==> src/rtl/step2_writeback_if.sv <==
// Handshake and write-bus bundle for the dot-product writeback stage.
// The master side drives set data and SRAM acceptance; the slave side is the stage itself.
interface step2_writeback_if #(
  parameter int unsigned ADDR_W = 10,
  parameter int unsigned SET_W  = 8
);
  logic              start;
  logic [ADDR_W-1:0] base_addr;
  logic [SET_W-1:0]  num_sets;
  logic [15:0]       z0;
  logic [15:0]       z1;
  logic [15:0]       z2;
  logic [15:0]       z3;
  logic              z_valid;
  logic              z_ready;
  logic              wr_en;
  logic [ADDR_W-1:0] wr_addr;
  logic [15:0]       wr_data;
  logic              wr_ready;
  logic              busy;
  logic              done;

  modport master (
    output start, base_addr, num_sets, z0, z1, z2, z3, z_valid, wr_ready,
    input  z_ready, wr_en, wr_addr, wr_data, busy, done
  );

  modport slave (
    input  start, base_addr, num_sets, z0, z1, z2, z3, z_valid, wr_ready,
    output z_ready, wr_en, wr_addr, wr_data, busy, done
  );
endinterface

==> src/rtl/step2_writeback.sv <==
// Writeback stage: captures four-lane result sets, optionally clamps negatives, buffers two
// sets and streams them word by word into the output SRAM at consecutive addresses.
module step2_writeback #(
  parameter int unsigned ADDR_W = 10,
  parameter int unsigned SET_W  = 8,
  parameter int unsigned RELU   = 1
) (
  input logic             clock,
  input logic             reset_b,
  step2_writeback_if.slave bus
);

  typedef enum logic [1:0] {StIdle, StRun, StDrain, StFin} state_e;

  state_e                 state_q, state_d;
  logic [ADDR_W-1:0]      addr_q, addr_d;
  logic [SET_W-1:0]       target_q, target_d;
  logic [SET_W-1:0]       accepted_q, accepted_d;
  logic [SET_W-1:0]       written_q, written_d;
  logic [1:0]             count_q, count_d;
  logic                   head_q, head_d;
  logic [1:0]             word_q, word_d;
  logic [1:0][3:0][15:0]  buf_q, buf_d;
  logic                   busy_q, busy_d;
  logic                   done_q, done_d;

  logic [3:0][15:0]       lanes_in;
  logic                   wr_en;
  logic                   push;
  logic                   pop;
  logic                   word_done;
  logic                   tail;

  always_comb begin
    lanes_in = {bus.z3, bus.z2, bus.z1, bus.z0};
    if (RELU != 0) begin
      for (int i = 0; i < 4; i++) begin
        if (lanes_in[i][15]) lanes_in[i] = '0;
      end
    end
  end

  // Acceptance looks only at registered state so a same-cycle pop never opens the input.
  assign bus.z_ready = (state_q == StRun) && (count_q < 2'd2) && (accepted_q < target_q);
  assign wr_en       = (count_q != 2'd0);
  assign bus.wr_en   = wr_en;
  assign bus.wr_addr = addr_q;
  assign bus.wr_data = wr_en ? buf_q[head_q][word_q] : '0;
  assign bus.busy    = busy_q;
  assign bus.done    = done_q;

  assign push      = bus.z_valid && bus.z_ready;
  assign word_done = wr_en && bus.wr_ready;
  assign pop       = word_done && (word_q == 2'd3);
  assign tail      = head_q ^ count_q[0];

  always_comb begin
    state_d    = state_q;
    addr_d     = addr_q;
    target_d   = target_q;
    accepted_d = accepted_q;
    written_d  = written_q;
    head_d     = head_q;
    word_d     = word_q;
    buf_d      = buf_q;

    if (push) begin
      buf_d[tail] = lanes_in;
      accepted_d  = accepted_q + SET_W'(1);
    end
    if (word_done) begin
      addr_d = addr_q + ADDR_W'(1);
      word_d = word_q + 2'd1;
    end
    if (pop) begin
      head_d    = ~head_q;
      written_d = written_q + SET_W'(1);
    end
    count_d = count_q + 2'(push) - 2'(pop);

    unique case (state_q)
      StIdle: begin
        if (bus.start) begin
          addr_d     = bus.base_addr;
          target_d   = bus.num_sets;
          accepted_d = '0;
          written_d  = '0;
          state_d    = (bus.num_sets == '0) ? StFin : StRun;
        end
      end
      StRun: begin
        if (accepted_d == target_q) state_d = StDrain;
      end
      StDrain: begin
        if (written_d == target_q) state_d = StFin;
      end
      StFin: begin
        state_d = StIdle;
      end
    endcase

    busy_d = (state_d == StRun) || (state_d == StDrain);
    done_d = (state_d == StFin);
  end

  always_ff @(posedge clock or negedge reset_b) begin
    if (!reset_b) begin
      state_q    <= StIdle;
      addr_q     <= '0;
      target_q   <= '0;
      accepted_q <= '0;
      written_q  <= '0;
      count_q    <= '0;
      head_q     <= 1'b0;
      word_q     <= '0;
      buf_q      <= '0;
      busy_q     <= 1'b0;
      done_q     <= 1'b0;
    end else begin
      state_q    <= state_d;
      addr_q     <= addr_d;
      target_q   <= target_d;
      accepted_q <= accepted_d;
      written_q  <= written_d;
      count_q    <= count_d;
      head_q     <= head_d;
      word_q     <= word_d;
      buf_q      <= buf_d;
      busy_q     <= busy_d;
      done_q     <= done_d;
    end
  end

endmodule

==> src/flat_wrapper.sv <==
// flat-port wrapper written by rule: the top's interface ports become plain ports
module step2_writeback_flat 
#(
  parameter int unsigned ADDR_W = 10,
  parameter int unsigned SET_W  = 8,
  parameter int unsigned RELU   = 1
)
  (clock, reset_b, bus_start, bus_base_addr, bus_num_sets, bus_z0, bus_z1, bus_z2, bus_z3, bus_z_valid, bus_wr_ready, bus_z_ready, bus_wr_en, bus_wr_addr, bus_wr_data, bus_busy, bus_done);
  step2_writeback_if #(.ADDR_W(ADDR_W), .SET_W(SET_W)) bus_i ();
  input logic clock;
  input logic reset_b;
  input wire logic [$bits(bus_i.start)-1:0] bus_start;
  input wire logic [$bits(bus_i.base_addr)-1:0] bus_base_addr;
  input wire logic [$bits(bus_i.num_sets)-1:0] bus_num_sets;
  input wire logic [$bits(bus_i.z0)-1:0] bus_z0;
  input wire logic [$bits(bus_i.z1)-1:0] bus_z1;
  input wire logic [$bits(bus_i.z2)-1:0] bus_z2;
  input wire logic [$bits(bus_i.z3)-1:0] bus_z3;
  input wire logic [$bits(bus_i.z_valid)-1:0] bus_z_valid;
  input wire logic [$bits(bus_i.wr_ready)-1:0] bus_wr_ready;
  output wire logic [$bits(bus_i.z_ready)-1:0] bus_z_ready;
  output wire logic [$bits(bus_i.wr_en)-1:0] bus_wr_en;
  output wire logic [$bits(bus_i.wr_addr)-1:0] bus_wr_addr;
  output wire logic [$bits(bus_i.wr_data)-1:0] bus_wr_data;
  output wire logic [$bits(bus_i.busy)-1:0] bus_busy;
  output wire logic [$bits(bus_i.done)-1:0] bus_done;
  assign bus_i.start = bus_start;
  assign bus_i.base_addr = bus_base_addr;
  assign bus_i.num_sets = bus_num_sets;
  assign bus_i.z0 = bus_z0;
  assign bus_i.z1 = bus_z1;
  assign bus_i.z2 = bus_z2;
  assign bus_i.z3 = bus_z3;
  assign bus_i.z_valid = bus_z_valid;
  assign bus_i.wr_ready = bus_wr_ready;
  assign bus_z_ready = bus_i.z_ready;
  assign bus_wr_en = bus_i.wr_en;
  assign bus_wr_addr = bus_i.wr_addr;
  assign bus_wr_data = bus_i.wr_data;
  assign bus_busy = bus_i.busy;
  assign bus_done = bus_i.done;
  step2_writeback #(.ADDR_W(ADDR_W), .SET_W(SET_W), .RELU(RELU)) u_core (.clock(clock), .reset_b(reset_b), .bus(bus_i));
endmodule
==> config.mk <==
export PLATFORM = sky130hd
export DESIGN_NAME = step2_writeback_flat
export DESIGN_NICKNAME = d
export VERILOG_FILES = /design/src/rtl/step2_writeback_if.sv /design/src/rtl/step2_writeback.sv /design/src/flat_wrapper.sv
export SDC_FILE = /design/constraint.sdc
export NUM_CORES = 1
export LEC_CHECK = 0
export BUFFER_PORTS_ARGS = -buffer_cell sky130_fd_sc_hd__buf_2
export CAP_MARGIN = 10
export CELL_PAD_IN_SITES_DETAIL_PLACEMENT = 1
export CELL_PAD_IN_SITES_GLOBAL_PLACEMENT = 1
export CORE_MARGIN = 4
export CORE_UTILIZATION = 40
export DETAILED_ROUTE_END_ITERATION = 16
export PLACE_DENSITY = 0.78
export SKIP_LAST_GASP = 1
export SLEW_MARGIN = 20
export SYNTH_ARGS = -nofsm -noshare
export SYNTH_HDL_FRONTEND = slang
export SYNTH_SLANG_ARGS = --single-unit
==> constraint.sdc <==
create_clock -name clock -period 5.6 [get_ports clock]
set_input_delay 0.56 -clock clock [delete_from_list [all_inputs] [get_ports clock]]
set_output_delay 0.56 -clock clock [all_outputs]
set_load 0.05 [all_outputs]
==> metrics.cfg, run 1 <==
[run_status]
status = complete, no violations

[synth]
yosys.area.top_type_share_pct = 50.85
netlist_area_sq_um = 8021
synth_edf_count = 0
synth_top_flop_cell = dfrtp_1
syn_inst = 777
synth-seq-cells = 163
ys_top_cells_by_area = dfrtp_1 51%, mux4_2 8.4%, nand2_1 6.9%
yosysUniqueCellTypes = 47
seq_area_frac_synth_pct = 50.85
synth_nets = 878
synth_top_cell_by_area = dfrtp_1
avgSynthCellArea_sq_um = 10.32
yosys_warnings = 0
ys_async_sr_fraction_pct = 100.0

[floorplan]
core_sq_um = 19590
fp-row-count = 51
die_h_um = 149.6
io_pins = 117
start_util_pct = 40.95
die_area_sq_um = 22380
die_w_um = 149.6

[routing]
drt.antenna.violating_nets = 0
dr.pass1.iters = 4
wl_per_cell_um = 18.25
routed_via_density = 5.204
drtIter0Drc = 315
drt-total-wl_um = 20950
vias = 5974
drc = 0

[worst_setup_path]
cp.depth = 10
crit_family = simple AND/OR/NAND/NOR gates
crit_fanout = 76
cp-end-kind = flip-flop
worstReg2RegEnd = u_core.buf_q[76]
r2r_start = u_core.target_q[7]
critPathArrivalTime_ns = 4.02
crit_start = u_core.target_q[7]
startpoint_type = flip-flop
cp_slowest_cell = and2_0
cp_num_buf_inv = 2
critical_path_class = reg2reg
worstPathCellList = inv_1 > ha_1 > a211o_1 > a311o_1 > a211oi_4 > and2_0 > nand2b_4 > buf_4 > nand2_1 > o21ai_0
r2r_slack_ns = 1.87
cp_slowest_stage_delay_ns = 0.60
required_ns = 5.89
reg2reg_depth = 10

[job]
cap_violations = 0

[clocking]
ctsHoldBuffers = 0
cts_max_level = 4
postCtsResizedCells = 0
clock_sinks = 163
postCtsSetupBuffers = 0
cts_tree = built
insertion_delay_ns = 0.44
cts.root.buffer_cell = clkbuf_16
clk_pin_slew_ns = 0.07
clk_path_buf_depth = 2
numCtsBuffers = 17

[finish]
area_growth_pct = 17.06
final_layout_size_suffix_gt1_share_pct = 21.86
post-route-util_pct = 47.93
final_common_cell = dfrtp_1
fin_nets = 971
antenna_cells = 0
nFillCells = 2195
layout_common_cells = 162 x dfrtp_1, 147 x nand2_1, 114 x buf_2

[power]
p_comb_share_pct = 44.1
p_int_mw = 3.243
p_leak_nw = 4.317
pwr-share-seq_pct = 35.3
p_clk_share_pct = 20.6
peakVddDrop_v = 0.0005250
p_sw_share_pct = 44.02
cellPowerDensity_nw_per_um2 = 617.0
p_switching_mw = 2.550

[sta]
slew_headroom_pct = 41.13
finalSetupTns_ns = 0
clock.fmax_ghz = 0.2681
drv_slew = 0
min_period_ns = 3.730
finalSetupViolations = 0
worst_pin_slew_ns = 0.8831
rsz0062_at_grt = false
post-route-period-util_pct = 66.61
hold_viol_final = 0
hold_ws_ns = 0.1935
finalClockSkew_ns = 0.009527

[global_routing]
grt_max_degree = 121
grt-ovfl-total = 0
grt_pass1_vias = 6343
grt_pass1_wl_um = 33910
antenna_found_initial = 0
grt_use_total_pct = 19.54

[placed_design]
io_buffers = 115
routabilityCongestion = 0.7800
post-dp-hpwl_um = 14230

[hold_path]
hold_path.class = in2async

## worst max-delay path by stage
stage	endpoint	slack, ns
floorplan	u_core.bus.busy	2.30
global placement	u_core.buf_q[124]	2.20
detailed placement	u_core.buf_q[76]	2.07
CTS	u_core.buf_q[49]	1.96
global route	u_core.buf_q[77]	1.59
finish	u_core.buf_q[76]	1.87
## worst register-to-register path: stages, from the launching register on
cell and delay [ns]:
dfrtp_1 0.40, inv_1 0.08, ha_1 0.30, a211o_1 0.26, a311o_1 0.37, a211oi_4 0.35, and2_0 0.60, nand2b_4 0.43
buf_4 0.52, nand2_1 0.19, o21ai_0 0.09
## Yosys cell counts, drive strengths merged (2+ instances only)
master / number
and4: 2
and2: 6
inv: 12
mux4: 30
nor2: 38
xor2: 16
nor2b: 2
mux2i: 18
o21ai: 139
clkbuf: 19
nand2b: 63
ha: 14
o2111ai: 2
nand4: 7
nand3: 9
dfrtp: 163
nand2: 148
and3: 6
o211ai: 2
a21oi: 3
o41ai: 3
nor3: 2
mux2: 2
xnor2: 26
buf: 28
xnor3: 2
## final cells by class
| class | instances | area (sq um) | share of cell area, % |
|---|---|---|---|
| timing repair buffer | 121 | 626.9 | 6.676 |
| clock buffer | 18 | 439.2 | 4.677 |
| sequential | 163 | 4080 | 43.45 |
| tap | 265 | 331.6 | 3.531 |
| clock inverter | 14 | 162.7 | 1.732 |
| inverter | 12 | 45.04 | 0.4797 |
| multi-input combinational | 555 | 3705 | 39.45 |
## stage by stage
step | cell area, sq um | power (mW) | setup WS, ns | std cells
CTS | 9379 | 5.849 | 1.961 | 1148
floorplan | 8021 | 3.932 | 2.299 | 777
global placement | 8777 | 4.482 | 2.196 | 1116
finish | 9390 | 5.794 | 1.870 | 1148
global route | 9390 | 6.206 | 1.594 | 1148
detailed placement | 8777 | 4.609 | 2.071 | 1116
## sequential cells by signal, indices dropped and copies added (netlist names)
signal              count
u_core.accepted_q       8
u_core.buf_q          120
u_core.bus.busy         1
u_core.bus.done         1
u_core.bus.wr_addr     10
u_core.count_q          2
u_core.head_q           1
u_core.state_q          2
u_core.target_q         8
u_core.word_q           2
u_core.written_q        8
## cell families (layout without fill, tap and decap cells)
logic type	Yosys count	in the layout	share of synthesized area, %
AO/OA/AOI/OAI	159	159	10.93
XOR/XNOR	44	44	5.147
adder cells (fa/ha/maj)	14	14	2.184
buffers and inverters	59	165	3.354
flip-flops	163	163	50.85
multiplexers	50	50	10.95
other	1	1	0.04675
AND/OR/NAND/NOR	287	287	16.53
## layer usage
layer / part of all wire [%] / track usage [%] / up-vias
li1: - / - / 2847
met1: 43 / 25.39 / 2973
met2: 51 / 33.42 / 134
met3: 4.6 / 4.482 / 20
met4: 1.0 / 4.622 / 0
met5: 0 / 0 / -
## power by group through the flow
stage                     clock network (mW)  registers (mW)  logic (mW)
after detailed placement                   0            2.05        2.56
after CTS                               1.22            2.04        2.59
after global routing                    1.28            2.11        2.82
after global placement                     0            2.02        2.46
final                                   1.19            2.04        2.56
after floorplan                            0            2.04        1.89
No activity file was read; power rests on OpenSTA's default activity.
==> inputs of run 2 (changes only) <==
--- a/config.mk
+++ b/config.mk
@@ -5,6 +5,7 @@
 export SDC_FILE = /design/constraint.sdc
 export NUM_CORES = 1
 export LEC_CHECK = 0
+export ABC_AREA = 1
 export BUFFER_PORTS_ARGS = -buffer_cell sky130_fd_sc_hd__buf_2
 export CAP_MARGIN = 10
 export CELL_PAD_IN_SITES_DETAIL_PLACEMENT = 1
@@ -12,7 +13,7 @@
 export CORE_MARGIN = 4
 export CORE_UTILIZATION = 40
 export DETAILED_ROUTE_END_ITERATION = 16
-export PLACE_DENSITY = 0.78
+export PLACE_DENSITY = 0.8
 export SKIP_LAST_GASP = 1
 export SLEW_MARGIN = 20
 export SYNTH_ARGS = -nofsm -noshare
==> constraint.sdc (replaced) <==
create_clock -name clock -period 3.5 [get_ports clock]
set_input_delay 0.35 -clock clock [delete_from_list [all_inputs] [get_ports clock]]
set_output_delay 0.35 -clock clock [all_outputs]
set_load 0.05 [all_outputs]
==> run 2 against run 1 <==
  * Worst setup slack got worse by 1.4 ns
  * Cell count is 24% higher
  * Critical endpoint is now bus_wr_data[6]
  * Sequential power up 50%
  * Combinational power is 84% higher
  * Via count up 22%
==> metrics.cfg, run 2 <==
[worst_setup_path]
crit_fanout = 60  ; -21%
cp-end-kind = output port
worstPathCellList = clkinv_1 > buf_4 > a21oi_1 > o21ai_0 > nand3_1 > nand2_1 > a31oi_1 > buf_2
cp_slowest_cell = dfrtp_1
critical_path_class = reg2out
cp_slowest_stage_delay_ns = 0.60  ; about the same
reg2reg_depth = 15  ; +5
r2r_slack_ns = 0.64  ; -1.23 ns
startpoint_type = flip-flop
r2r_start = u_core.target_q[3]
required_ns = 3.15  ; -2.74 ns
worstReg2RegEnd = u_core.bus.busy
critPathArrivalTime_ns = 2.71  ; -1.31 ns

[global_routing]
grt_pass1_wl_um = 39720  ; +17%
antenna_found_initial = 0  ; unchanged
grt_max_degree = 91  ; -25%
grt-ovfl-total = 0  ; unchanged
grt_use_total_pct = 20.64  ; +1.1 points
grt_pass1_vias = 7724  ; +22%

[synth]
synth_top_flop_cell = dfrtp_1
yosysUniqueCellTypes = 39  ; -17%
synth_edf_count = 0  ; unchanged
avgSynthCellArea_sq_um = 8.287  ; -20%
ys_top_cells_by_area = dfrtp_1 47%, o21ai_0 7.9%, mux2_1 7.8%
yosys.area_share.adder_pct = 2.030  ; -0.15 points
synthMuxAreaShare_pct = 7.832  ; -3.1 points
synth_nets = 1142  ; +30%
yosys.area.top_type_share_pct = 47.28  ; -3.6 points
synthTopCellsByCount = 173 x nand2_1, 163 x dfrtp_1, 159 x inv_1, 137 x o21ai_0, 92 x nor2_1
syn_inst = 1041  ; +34%
synth-seq-cells = 163  ; unchanged
synth-simple-area-share_pct = 16.61  ; +0.072 points
synth_xor_area_share_pct = 2.422  ; -2.7 points
netlist_area_sq_um = 8627  ; +7.5%
seq_area_frac_synth_pct = 47.28  ; -3.6 points
synth_compound_area_share_pct = 13.75  ; +2.8 points
synth_top_cell_by_area = dfrtp_1
synth_top_family_by_area = simple AND/OR/NAND/NOR gates
synthMostInstantiatedCell = nand2_1
yosys_warnings = 0  ; unchanged
ys_async_sr_fraction_pct = 100.0  ; unchanged

[placed_design]
io_buffers = 115  ; unchanged
post-dp-hpwl_um = 16840  ; +18%
routabilityCongestion = 0.8569  ; +9.9%

[floorplan]
die_area_sq_um = 23980  ; +7.1%
start_util_pct = 40.91  ; about the same
die_w_um = 154.9  ; +3.5%
die_h_um = 154.9  ; +3.5%
io_pins = 117  ; unchanged
fp-row-count = 53  ; +3.9%
core_sq_um = 21090  ; +7.6%

[job]
cap_violations = 0  ; unchanged

[finish]
top_register = u_core.buf_q
fin_nets = 1232  ; +27%
area_growth_pct = 16.10
final_common_cell = nand2_1
largest_reg_flops = 120  ; unchanged
final_layout_size_suffix_gt1_share_pct = 15.03  ; -6.8 points
layout_common_cells = 173 x nand2_1, 163 x dfrtp_1, 159 x inv_1
post-route-util_pct = 47.50  ; -0.44 points
antenna_cells = 0  ; unchanged

[routing]
dr.pass1.iters = 4  ; unchanged
wl_per_cell_um = 16.88  ; -7.5%
drtIter0Drc = 372  ; +18%
drt.antenna.violating_nets = 0  ; unchanged
routed_via_density = 5.118  ; -1.7%
vias = 7262  ; +22%
drc = 0  ; unchanged
drt-total-wl_um = 23960  ; +14%

[sta]
hold_ws_ns = 0.1245  ; -0.06905 ns
post-route-period-util_pct = 87.42
worst_pin_slew_ns = 1.110  ; +0.2271 ns
clock.fmax_ghz = 0.3268
finalSetupViolations = 0  ; unchanged
slew_headroom_pct = 25.91  ; -15 points
rsz0062_at_grt = false
finalClockSkew_ns = 0.01145  ; +0.001921 ns
min_period_ns = 3.060
drv_slew = 0  ; unchanged
hold_viol_final = 0  ; unchanged
finalSetupTns_ns = 0  ; unchanged

[clocking]
numCtsBuffers = 17  ; unchanged
insertion_delay_ns = 0.43  ; about the same
cts_max_level = 4  ; unchanged
cts.root.buffer_cell = clkbuf_16
cts_tree = built
clk_pin_slew_ns = 0.07  ; about the same
clock_sinks = 163  ; unchanged
postCtsSetupBuffers = 0  ; unchanged
clk_path_buf_depth = 2  ; unchanged

[power]
p_leak_nw = 5.053  ; +17%
peakVddDrop_v = 0.0004876  ; -7.1%
total_power_mw = 9.666  ; +67%
cellPowerDensity_nw_per_um2 = 965.1  ; +56%

[hold_path]
whs_endpoint = u_core.bus.wr_addr[5]
worstHoldStart = bus_base_addr[5]
hold_path_depth = 3
hold_path.class = in2reg

[run_status]
status = complete, no violations

[run 2: critical path, delay by kind of cell, from the launching register on]
family | cells | cell delay (ns)
buffers and inverters | 3 | 0.83
flip-flops | 1 | 0.60
AND/OR/NAND/NOR | 2 | 0.25
AO/OA/AOI/OAI | 3 | 0.58
[run 2: report_power, final]
part	internal, mW	switching [mW]	total [mW]
combinational	1.42	3.28	4.70
clock	1.07	0.846	1.92
sequential	2.60	0.444	3.05
total	5.09	4.57	9.67
[run 2: metrics by stage]
stage | area [sq um] | std cells | worst slack [ns]
floorplan | 8627 | 1041 | 0.9716
global placement | 9408 | 1386 | 0.7543
detailed placement | 9408 | 1386 | 0.6127
CTS | 10020 | 1419 | 0.4554
global route | 10020 | 1419 | 0.2165
finish | 10020 | 1419 | 0.4403
[run 2: cell type report]
class / instances / area (sq um)
Sequential cell: 163 / 4079
Multi-Input combinational cell: 660 / 3682
Inverter: 164 / 615.6
Clock buffer: 17 / 425.4
Fill cell: 2577 / 11070
Tap cell: 275 / 344.1
Clock inverter: 15 / 172.7
Timing Repair Buffer: 125 / 696.9
[run 2: timing repair]
item                      CTS  global route
resized for setup           0             0
hold buffers                1             0
hold endpoints to repair    7             0
[run 2: worst max-delay path by stage]
stage / startpoint / to / slack (ns) / cells past startpoint
3_3_place_gp: u_core.target_q[3] / u_core.bus.busy / 0.75 / 17
3_5_place_dp: u_core.target_q[3] / u_core.bus.busy / 0.61 / 15
5_1_grt: u_core.head_q / bus_wr_data[6] / 0.22 / 8
6_report: u_core.head_q / bus_wr_data[6] / 0.44 / 8
2_1_floorplan: u_core.count_q[0] / bus_wr_data[10] / 0.97 / 5
4_1_cts: u_core.head_q / bus_wr_data[6] / 0.46 / 8
[run 2: metal layers]
layer	GRT usage (%)	wire [um]	vias to the layer above	part of all wire, %
met1	26.31	10260	3578	43
met3	4.395	1195	27	5.0
met5	0	0	-	0
met2	35.43	12130	148	51
met4	6.056	372	0	1.6
li1	-	-	3509	-
[run 2: logic make-up (layout without fill, tap and decap cells)]
logic type | after synthesis | after routing
compound gates | 230 | 230
other cells | 1 | 1
mux | 60 | 60
xor+xnor | 23 | 23
simple gates | 332 | 332
buf+inv | 218 | 321
fa+ha+maj | 14 | 14
flops | 163 | 163
==> inputs of run 3 (changes only) <==
--- a/config.mk
+++ b/config.mk
@@ -11,9 +11,10 @@
 export CELL_PAD_IN_SITES_DETAIL_PLACEMENT = 1
 export CELL_PAD_IN_SITES_GLOBAL_PLACEMENT = 1
 export CORE_MARGIN = 4
-export CORE_UTILIZATION = 40
+export CORE_UTILIZATION = 30
 export DETAILED_ROUTE_END_ITERATION = 16
-export PLACE_DENSITY = 0.8
+export MAX_ROUTING_LAYER = met4
+export PLACE_DENSITY = 0.64
 export SKIP_LAST_GASP = 1
 export SLEW_MARGIN = 20
 export SYNTH_ARGS = -nofsm -noshare
==> run 3 against run 2 <==
  * Clock skew is 0.0052 ns higher
  * Die area is 31% higher
  * The flow now finishes with violations (hold timing)
  * Non-clock buffer count is 3 higher
  * Via count is 1.1% lower
==> metrics.cfg, run 3 (synthesis results as in run 2) <==
[run_status]
status = finished with violations
violations = hold timing

[worst_setup_path]
required_ns = 3.15  ; about the same
cp-end-kind = output port
r2r_start = u_core.target_q[3]
cp_slowest_stage_delay_ns = 0.56  ; -0.04 ns
crit_fanout = 33  ; -45%
critPathArrivalTime_ns = 2.82  ; +0.11 ns
r2r_slack_ns = 0.57  ; -0.07 ns
critical_path_class = reg2out
startpoint_type = flip-flop
crit_family = buffers and inverters
cp_num_buf_inv = 3  ; unchanged
worstPathCellList = buf_4 > inv_1 > a21oi_1 > o21ai_0 > nand3_1 > nand2_1 > a31oi_1 > buf_2
cp_slowest_cell = inv_1
reg2reg_depth = 10  ; -5
worstReg2RegEnd = u_core.buf_q[65]

[clocking]
postCtsSetupBuffers = 0  ; unchanged
clk_pin_slew_ns = 0.07  ; about the same
cts_tree = built
ctsHoldBuffers = 0  ; -1
postCtsResizedCells = 0  ; unchanged
clock_sinks = 163  ; unchanged
insertion_delay_ns = 0.44  ; about the same
numCtsBuffers = 17  ; unchanged
cts.root.buffer_cell = clkbuf_16
clk_path_buf_depth = 2  ; unchanged
cts_max_level = 4  ; unchanged

[sta]
clock.fmax_ghz = 0.3150  ; -3.6%
min_period_ns = 3.175  ; +0.1148 ns
slew_headroom_pct = 28.53  ; +2.6 points
drv_slew = 0  ; unchanged
hold_ws_ns = -0.03809  ; -0.1626 ns
finalSetupTns_ns = 0  ; unchanged
finalSetupViolations = 0  ; unchanged
worst_pin_slew_ns = 1.071  ; -0.03927 ns
post-route-period-util_pct = 90.70  ; +3.3 points
hold_viol_final = 13  ; +13
finalClockSkew_ns = 0.01663  ; +0.005179 ns
setup_slack_ns = 0.3255  ; -0.1148 ns
rsz0062_at_grt = false

[routing]
drtIter0Drc = 527  ; +42%
vias = 7180  ; -1.1%
drc = 0  ; unchanged
drt.antenna.violating_nets = 0  ; unchanged
routed_via_density = 4.702  ; -8.1%
wl_per_cell_um = 16.18  ; -4.2%
drt-total-wl_um = 24710  ; +3.1%
dr.pass1.iters = 5  ; +1

[placed_design]
io_buffers = 115  ; unchanged
routabilityCongestion = 0.7752  ; -9.5%
post-place-ws_ns = 0.5207  ; -0.09195 ns
post-dp-hpwl_um = 17710  ; +5.2%
dpl_cell_area_sq_um = 9580  ; +1.8%

[floorplan]
io_pins = 117  ; unchanged
core_sq_um = 28090  ; +33%
die_h_um = 177.6  ; +15%
fp-row-count = 61  ; +15%
die_area_sq_um = 31530  ; +31%
die_w_um = 177.6  ; +15%
start_util_pct = 30.72  ; -10 points

[global_routing]
grt_pass1_wl_um = 40540  ; +2.1%
grt_max_degree = 91  ; unchanged
grt-ovfl-total = 0  ; unchanged
grt_pass1_vias = 7658  ; -0.85%
antenna_found_initial = 1  ; +1
grt_use_total_pct = 16.80  ; -3.8 points

[power]
p_leak_nw = 5.076  ; +0.47%
total_power_mw = 9.662  ; about the same
cellPowerDensity_nw_per_um2 = 949.9  ; -1.6%
peakVddDrop_v = 0.0003615  ; -26%

[finish]
layout_common_cells = 173 x nand2_1, 162 x dfrtp_1, 159 x inv_1
register_area_sq_um = 4080  ; about the same
fin_nets = 1235  ; +0.24%
final_common_cell = nand2_1
final_layout_size_suffix_gt1_share_pct = 15.43  ; +0.40 points
nFillCells = 3454  ; +34%
largest_reg_flops = 120  ; unchanged
top_register = u_core.buf_q
multi_input_area_sq_um = 3682  ; unchanged
area_growth_pct = 17.90
post-route-util_pct = 36.21  ; -11 points
finalInstanceArea_sq_um = 10170  ; +1.5%

[job]
cap_violations = 0  ; unchanged

[hold_path]
hold_path.class = in2async

run 3: cell count changes in the layout (fill, tap and decap cells not counted):
cell | before | now
dfrtp_2 | 0 | 1
clkinv_4 | 3 | 1
clkinv_8 | 0 | 1
buf_4 | 6 | 9
buf_12 | 3 | 4
clkinvlp_4 | 3 | 1
bufinv_16 | 2 | 1
inv_8 | 1 | 2
dlygate4sd3_1 | 1 | 0
diode_2 | 0 | 2
clkinv_2 | 0 | 1
dfrtp_1 | 163 | 162
inv_6 | 6 | 8
run 3: area by class of cell:
class,instances,share of cell area (%)
multi-input cells,660,36.20
repair buffers,128,7.172
diodes,2,0.04921
inverters,164,6.052
well taps,378,4.650
clock inverters,15,1.575
clock buffers,17,4.183
flip-flops and latches,163,40.12
run 3: through the flow:
step	instances	hold WS, ns
3_3_place_gp	1493	0.4634
6_report	1527	-0.03809
3_5_place_dp	1493	0.4733
4_1_cts	1525	0.01634
5_1_grt	1526	0.03413
2_1_floorplan	1041	0.05441
run 3: worst max-delay path by stage:
stage	from	to	slack [ns]	cells after the start
2_1_floorplan	u_core.count_q[0]	bus_wr_data[10]	0.97	5
3_3_place_gp	u_core.target_q[3]	u_core.buf_q[97]	0.58	10
3_5_place_dp	u_core.target_q[3]	u_core.buf_q[101]	0.52	10
4_1_cts	u_core.word_q[0]	bus_wr_data[11]	0.31	8
5_1_grt	u_core.word_q[0]	bus_wr_data[4]	0.08	8
6_report	u_core.word_q[0]	bus_wr_data[11]	0.33	8
run 3: layer usage:
layer | track usage, % | part of all wire (%) | up-vias
li1 | - | - | 3533
met1 | 21.61 | 46 | 3483
met2 | 27.66 | 48 | 141
met3 | 3.068 | 3.8 | 23
met4 | 4.028 | 1.4 | 0
met5 | - | 0 | -
run 3: where the power goes:
part | switching (mW) | internal [mW]
Clock | 0.889 | 1.01
Combinational | 3.32 | 1.43
Sequential | 0.399 | 2.60
